## src/rtl/teclado_pkg.sv

```systemverilog
// Shared keypad/display definitions: special key codes, segment patterns and the BCD digit type.
package teclado_pkg;

    typedef logic [3:0] bcd_t;

    localparam bcd_t       KEY_CLEAR = 4'hE;
    localparam bcd_t       KEY_BACK  = 4'hF;
    localparam logic [6:0] SEG_BLANK = 7'b1111111;
    localparam logic [6:0] SEG_ZERO  = 7'b1000000;

endpackage

```

## src/rtl/entrada_digitos_display_if.sv

```systemverilog
// Key event bundle from the matrix scanner: 4-bit code plus a level-valid held while the key is down.
interface entrada_digitos_display_if;
    import teclado_pkg::*;

    bcd_t key_code_pi;
    logic key_valid_pi;

    modport master (output key_code_pi, output key_valid_pi);
    modport slave  (input  key_code_pi, input  key_valid_pi);
endinterface

```

## src/rtl/decodificador_7seg.sv

```systemverilog
// BCD to active-low 7-segment decoder, segments ordered {g,f,e,d,c,b,a}; non-decimal nibbles blank.
module decodificador_7seg
    import teclado_pkg::*;
(
    input  bcd_t       bcd_i,
    output logic [6:0] seg_o
);

    always_comb begin
        case (bcd_i)
            4'd0:    seg_o = SEG_ZERO;
            4'd1:    seg_o = 7'b1111001;
            4'd2:    seg_o = 7'b0100100;
            4'd3:    seg_o = 7'b0110000;
            4'd4:    seg_o = 7'b0011001;
            4'd5:    seg_o = 7'b0010010;
            4'd6:    seg_o = 7'b0000010;
            4'd7:    seg_o = 7'b1111000;
            4'd8:    seg_o = 7'b0000000;
            4'd9:    seg_o = 7'b0010000;
            default: seg_o = SEG_BLANK;
        endcase
    end

endmodule

```

## src/rtl/entrada_digitos_display.sv

```systemverilog
// Keypad-driven 4-digit decimal entry buffer (backspace/clear) with a multiplexed
// common-anode 7-segment display scan.
module entrada_digitos_display
    import teclado_pkg::*;
#(
    parameter int REFRESH_CNT = 27000,
    parameter int NUM_DIGITS  = 4
) (
    input  logic                            clk,
    input  logic                            rst,
    entrada_digitos_display_if.slave        key_if,
    output logic [15:0]                     digits_po,
    output logic [2:0]                      count_po,
    output logic                            full_po,
    output logic [3:0]                      anodo_po,
    output logic [6:0]                      catodo_po
);

    localparam int         CNT_W      = (REFRESH_CNT > 2) ? $clog2(REFRESH_CNT) : 1;
    localparam logic [CNT_W-1:0] CNT_LAST = CNT_W'(REFRESH_CNT - 1);
    localparam logic [2:0] FULL_COUNT = 3'(NUM_DIGITS);

    bcd_t [3:0]       digits_q, digits_d;
    logic [2:0]       count_q, count_d;
    logic             key_valid_q;
    logic [CNT_W-1:0] refresh_q, refresh_d;
    logic [1:0]       sel_q, sel_d;
    logic [3:0]       anodo_q, anodo_d;
    logic [6:0]       catodo_q, catodo_d;
    logic [6:0]       seg_sel;
    logic             press;

    assign press = key_if.key_valid_pi & ~key_valid_q;

    // NOTE: always_comb uses blocking '=' with a default first so no path leaves a latch.
    always_comb begin
        digits_d = digits_q;
        count_d  = count_q;
        if (press) begin
            if (key_if.key_code_pi <= 4'd9) begin
                if (count_q < FULL_COUNT) begin
                    digits_d = {digits_q[2:0], key_if.key_code_pi};
                    count_d  = count_q + 3'd1;
                end
            end else if (key_if.key_code_pi == KEY_BACK) begin
                if (count_q != 3'd0) begin
                    digits_d = {bcd_t'(4'h0), digits_q[3:1]};
                    count_d  = count_q - 3'd1;
                end
            end else if (key_if.key_code_pi == KEY_CLEAR) begin
                digits_d = '0;
                count_d  = 3'd0;
            end
        end
    end

    always_comb begin
        refresh_d = refresh_q + CNT_W'(1);
        sel_d     = sel_q;
        if (refresh_q == CNT_LAST) begin
            refresh_d = '0;
            sel_d     = sel_q + 2'd1;
        end
    end

    decodificador_7seg u_dec (
        .bcd_i (digits_q[sel_q]),
        .seg_o (seg_sel)
    );

    // An empty buffer still shows a single '0' on the rightmost digit.
    always_comb begin
        anodo_d = ~(4'b0001 << sel_q);
        if ({1'b0, sel_q} < count_q)
            catodo_d = seg_sel;
        else if (count_q == 3'd0 && sel_q == 2'd0)
            catodo_d = SEG_ZERO;
        else
            catodo_d = SEG_BLANK;
    end

    // NOTE: sequential state uses non-blocking '<='; key_valid_q resets high so a key
    // held across reset release must be released before it can register a press.
    always_ff @(posedge clk or negedge rst) begin
        if (!rst) begin
            digits_q    <= '0;
            count_q     <= 3'd0;
            key_valid_q <= 1'b1;
            refresh_q   <= '0;
            sel_q       <= 2'd0;
            anodo_q     <= 4'b1111;
            catodo_q    <= SEG_BLANK;
        end else begin
            digits_q    <= digits_d;
            count_q     <= count_d;
            key_valid_q <= key_if.key_valid_pi;
            refresh_q   <= refresh_d;
            sel_q       <= sel_d;
            anodo_q     <= anodo_d;
            catodo_q    <= catodo_d;
        end
    end

    assign digits_po = digits_q;
    assign count_po  = count_q;
    assign full_po   = (count_q == FULL_COUNT);
    assign anodo_po  = anodo_q;
    assign catodo_po = catodo_q;

endmodule
```

## src/flat_wrapper.sv

```systemverilog
// flat-port wrapper written by rule: the top's interface ports become plain ports
module entrada_digitos_display_flat import teclado_pkg::*;
#(
    parameter int REFRESH_CNT = 27000,
    parameter int NUM_DIGITS  = 4
)
  (clk, rst, digits_po, count_po, full_po, anodo_po, catodo_po, key_if_key_code_pi, key_if_key_valid_pi);
  entrada_digitos_display_if key_if_i ();
  input  logic clk;
  input  logic rst;
  output logic [15:0] digits_po;
  output logic [2:0] count_po;
  output logic full_po;
  output logic [3:0] anodo_po;
  output logic [6:0] catodo_po;
  input wire logic [$bits(key_if_i.key_code_pi)-1:0] key_if_key_code_pi;
  input wire logic [$bits(key_if_i.key_valid_pi)-1:0] key_if_key_valid_pi;
  assign key_if_i.key_code_pi = key_if_key_code_pi;
  assign key_if_i.key_valid_pi = key_if_key_valid_pi;
  entrada_digitos_display #(.REFRESH_CNT(REFRESH_CNT), .NUM_DIGITS(NUM_DIGITS)) u_core (.clk(clk), .rst(rst), .key_if(key_if_i), .digits_po(digits_po), .count_po(count_po), .full_po(full_po), .anodo_po(anodo_po), .catodo_po(catodo_po));
endmodule
```

## config.mk

```make
export PLATFORM = sky130hd
export DESIGN_NAME = entrada_digitos_display_flat
export DESIGN_NICKNAME = d
export VERILOG_FILES = /design/src/rtl/teclado_pkg.sv /design/src/rtl/entrada_digitos_display_if.sv /design/src/rtl/decodificador_7seg.sv /design/src/rtl/entrada_digitos_display.sv /design/src/flat_wrapper.sv
export SDC_FILE = /design/constraint.sdc
export NUM_CORES = 1
export LEC_CHECK = 0
export ABC_AREA = 1
export CAP_MARGIN = 20
export CORE_MARGIN = 2
export CORE_UTILIZATION = 38
export CTS_BUF_LIST = sky130_fd_sc_hd__clkbuf_16
export DETAILED_ROUTE_END_ITERATION = 10
export SLEW_MARGIN = 20
export SYNTH_ARGS = -nofsm -noshare
export SYNTH_HDL_FRONTEND = slang
export SYNTH_SLANG_ARGS = --single-unit
```

## constraint.sdc

```tcl
create_clock -name clk -period 1.55 [get_ports clk]
set_input_delay 0.31 -clock clk [delete_from_list [all_inputs] [get_ports clk]]
set_output_delay 0.31 -clock clk [all_outputs]
set_load 0.01 [all_outputs]
```

==> impl_metrics.tcl <==
set metrics [dict create \
    place_hpwl_mm 4.38 \
    n_antenna_cell 0 \
    setup_slack_ps 36.9 \
    hold_path.class "in -> async" \
    ys_async_sr_fraction_pct 100 \
    crit_fanout 3 \
    max_slew_margin_pct 82.9 \
    rsz0062_at_grt "yes" \
    clk_latency_ps 290 \
    fp.dieW_um 89.6 \
    setup_viol 0 \
    worst_pin_slew_ps 256 \
    die_area_mm2 0.00803 \
    die_h_um 89.6 \
    vias_per_cell 4.55 \
    p_per_area_mw_per_mm2 1390 \
    routed_wl_mm 6.04 \
    ir_drop_uv 702 \
    cp_data_arrival_time_ps 1200 \
    ant_nets 0 \
    grt_pass1_vias 2102 \
    worst_setup_path_start_kind "flip-flop" \
    syn_to_final_growth_pct 38.4 \
    fin_crit_sh_pct 97.6 \
    cts-root-buf "clkbuf_16" \
    hold_viol_final 0 \
    synth-edff-count 0 \
    timing.setup.tns_ps 0 \
    cts.clk_slew.worst_paths_ps 70 \
    worst-path-buf-inv 1 \
    cts.sinks 48 \
    wire_per_inst_um 11.8 \
    drive_gt1_share_pct 37.6 \
    leakagePower_nw 1.96 \
    rows 31 \
    ys_seq_elements 48 \
    finalPower_mw 5.36 \
    path_cells "clkdlybuf4s50_1" \
    status "complete, no violations" \
    startpoint "u_core.digits_po[15]" \
    route.detailed.drc 0 \
    post-route-cell-area_mm2 0.00385 \
    coreArea_mm2 0.00718 \
    syn-instance-count 332 \
    syn_area_mm2 0.00279 \
    endpoint "digits_po[15]" \
    dp.cells 495 \
    fin_crit_ps 1510 \
    final_max_slew_viol_count 0 \
    maxCapViolCount 0 \
    cts_tree "yes" \
    synth_cell_types 31 \
    syn_nets 353 \
    grt_overflow 0 \
    initial_core_util_pct 38.8 \
    dpl-instance-area_mm2 0.00347 \
    antenna_found_initial 0 \
    regToRegSetupSlack_ps 70 \
    synthFlopType "dfrtp_1" \
    yosys.area.top_type "dfrtp_1" \
    grt_max_degree 49 \
    r2r_start "u_core.count_po[1]" \
    grt_first_pass_wirelength_mm 9.72 \
    crit_type "reg -> out" \
    clock_path_buffers 2 \
    critPathCaptureType "primary output" \
    max_freq_mhz 661 \
    finClkSkew_ps 8.16 \
    syn_avg_cell_area_um2 8.39 \
    r2r_cells 11 \
    crit_required_ps 1240 \
    portBuffers 37 \
    dpl_worst_slack_ps -157 \
    grt.total_usage_pct 15.6 \
    gp_congestion 0.859 \
    synth.area.top_cells "dfrtp_1 (32%), dfstp_2 (11%), nand2_1 (9.8%)" \
    io_pins 38 \
    first_pass_iters 4 \
    max_stage_delay_ps 550 \
    h-tree-depth 2 \
    fin_nets 432 \
    final_util_pct 53.7 \
    fillers 657 \
    cpMaxStageDelayCell "clkdlybuf4s50_1" \
    cts_inserted_buffers 5 \
    yosys_warnings 0 \
    seq_area_frac_synth_pct 43.7 \
    path_delay_family "buffers and inverters" \
    worst_hold_slack_ps 3.03 \
    fin_cells 511 \
    timing.rr.end "u_core.digits_po[6]" \
    num_vias 2326 \
    drtIter0Drc 140 \
    cp.depth 1 \
    synth_top_area_share_pct 32.3 \
]
==> report_power, final <==
group	total, mW	switching (mW)	leakage, nW	internal, mW
Clock	1.21	0.456	0.0798	0.758
Sequential	1.77	0.185	0.597	1.59
Combinational	2.38	1.27	1.28	1.11
==> layer usage <==
layer	global-route usage (%)	wire length, µm
met4	4.48	61
met2	23.6	2720
met5	0	0
met1	23.1	3050
met3	2.38	210
==> sequential cells by signal (all words and copies together) (netlist names) <==
register,count
u_core.refresh_q,15
u_core.key_valid_q,1
u_core.anodo_po,4
u_core.count_po,3
u_core.digits_po,16
u_core.sel_q,2
u_core.catodo_po,7
==> cells in the mapped netlist, types with 5 or more instances <==
library cell  count
o21ai_0           6
inv_1            44
nand3_1          28
o21ai_1           6
nor2_1           22
a21oi_1           5
dfrtp_1          36
o22ai_1          11
o21ai_2          14
inv_2             9
nand2_1          73
nor3_1            5
ha_1             14
dfstp_2          12
nand2_2          19
==> worst min-delay path by stage <==
stage,endpoint,slack [ps],cells after the start
final,u_core.count_po[0],3,2
after global routing,u_core.count_po[0],20,2
after CTS,u_core.refresh_q[7],10,2
after detailed placement,u_core.refresh_q[9],310,2
after global placement,u_core.count_po[0],310,2
after floorplan,u_core.count_po[0],10,0
==> cells in the final DEF (no fill, tap or decap), types with 3 or more instances in the layout <==
cell type	netlist	routed
nand3_1	28	17
o21ai_2	14	14
xnor2_1	3	3
a21oi_1	5	4
o22ai_1	11	11
inv_2	9	13
clkbuf_16	0	5
buf_4	1	38
nand2_2	19	28
nor3_1	5	5
xor2_1	4	4
ha_1	14	9
o21ai_0	6	5
nand2_4	2	5
ha_2	0	3
dfstp_2	12	12
dlygate4sd2_1	0	19
clkdlybuf4s50_1	0	10
nor2_1	22	21
dlymetal6s2s_1	0	6
dfrtp_1	36	34
nand2_1	73	61
o21ai_1	6	7
inv_1	44	39
nand3_2	2	11
==> cell families after synthesis <==
family          count (synthesis)  share of synthesized area [%]
compound gates                 45                           11.3
fa+ha+maj                      14                           6.29
simple gates                  156                           25.8
xor+xnor                        7                           2.20
buf+inv                        62                           10.8
flops                          48                           43.7
==> final cells by class <==
cell class | instances | area [µm²] | share of cell area [%]
Multi-Input combinational cell | 222 | 1430 | 37.0
Sequential cell | 48 | 1220 | 31.6
Timing Repair Buffer | 79 | 699 | 18.1
Inverter | 55 | 216 | 5.62
Clock buffer | 5 | 125 | 3.25
Tap cell | 99 | 124 | 3.21
Clock inverter | 3 | 42.5 | 1.10
==> what timing repair did <==
| action | 4_1_cts | 5_1_grt |
|---|---|---|
| setup endpoints to repair | 26 | 30 |
| buffers inserted | 3 | 5 |
| pin swaps | 0 | 14 |
| resized for setup | 26 | 51 |
| hold buffers | 0 | 0 |
| endpoints found under the hold margin | 0 | 0 |
No activity file was read; power rests on OpenSTA's default activity.
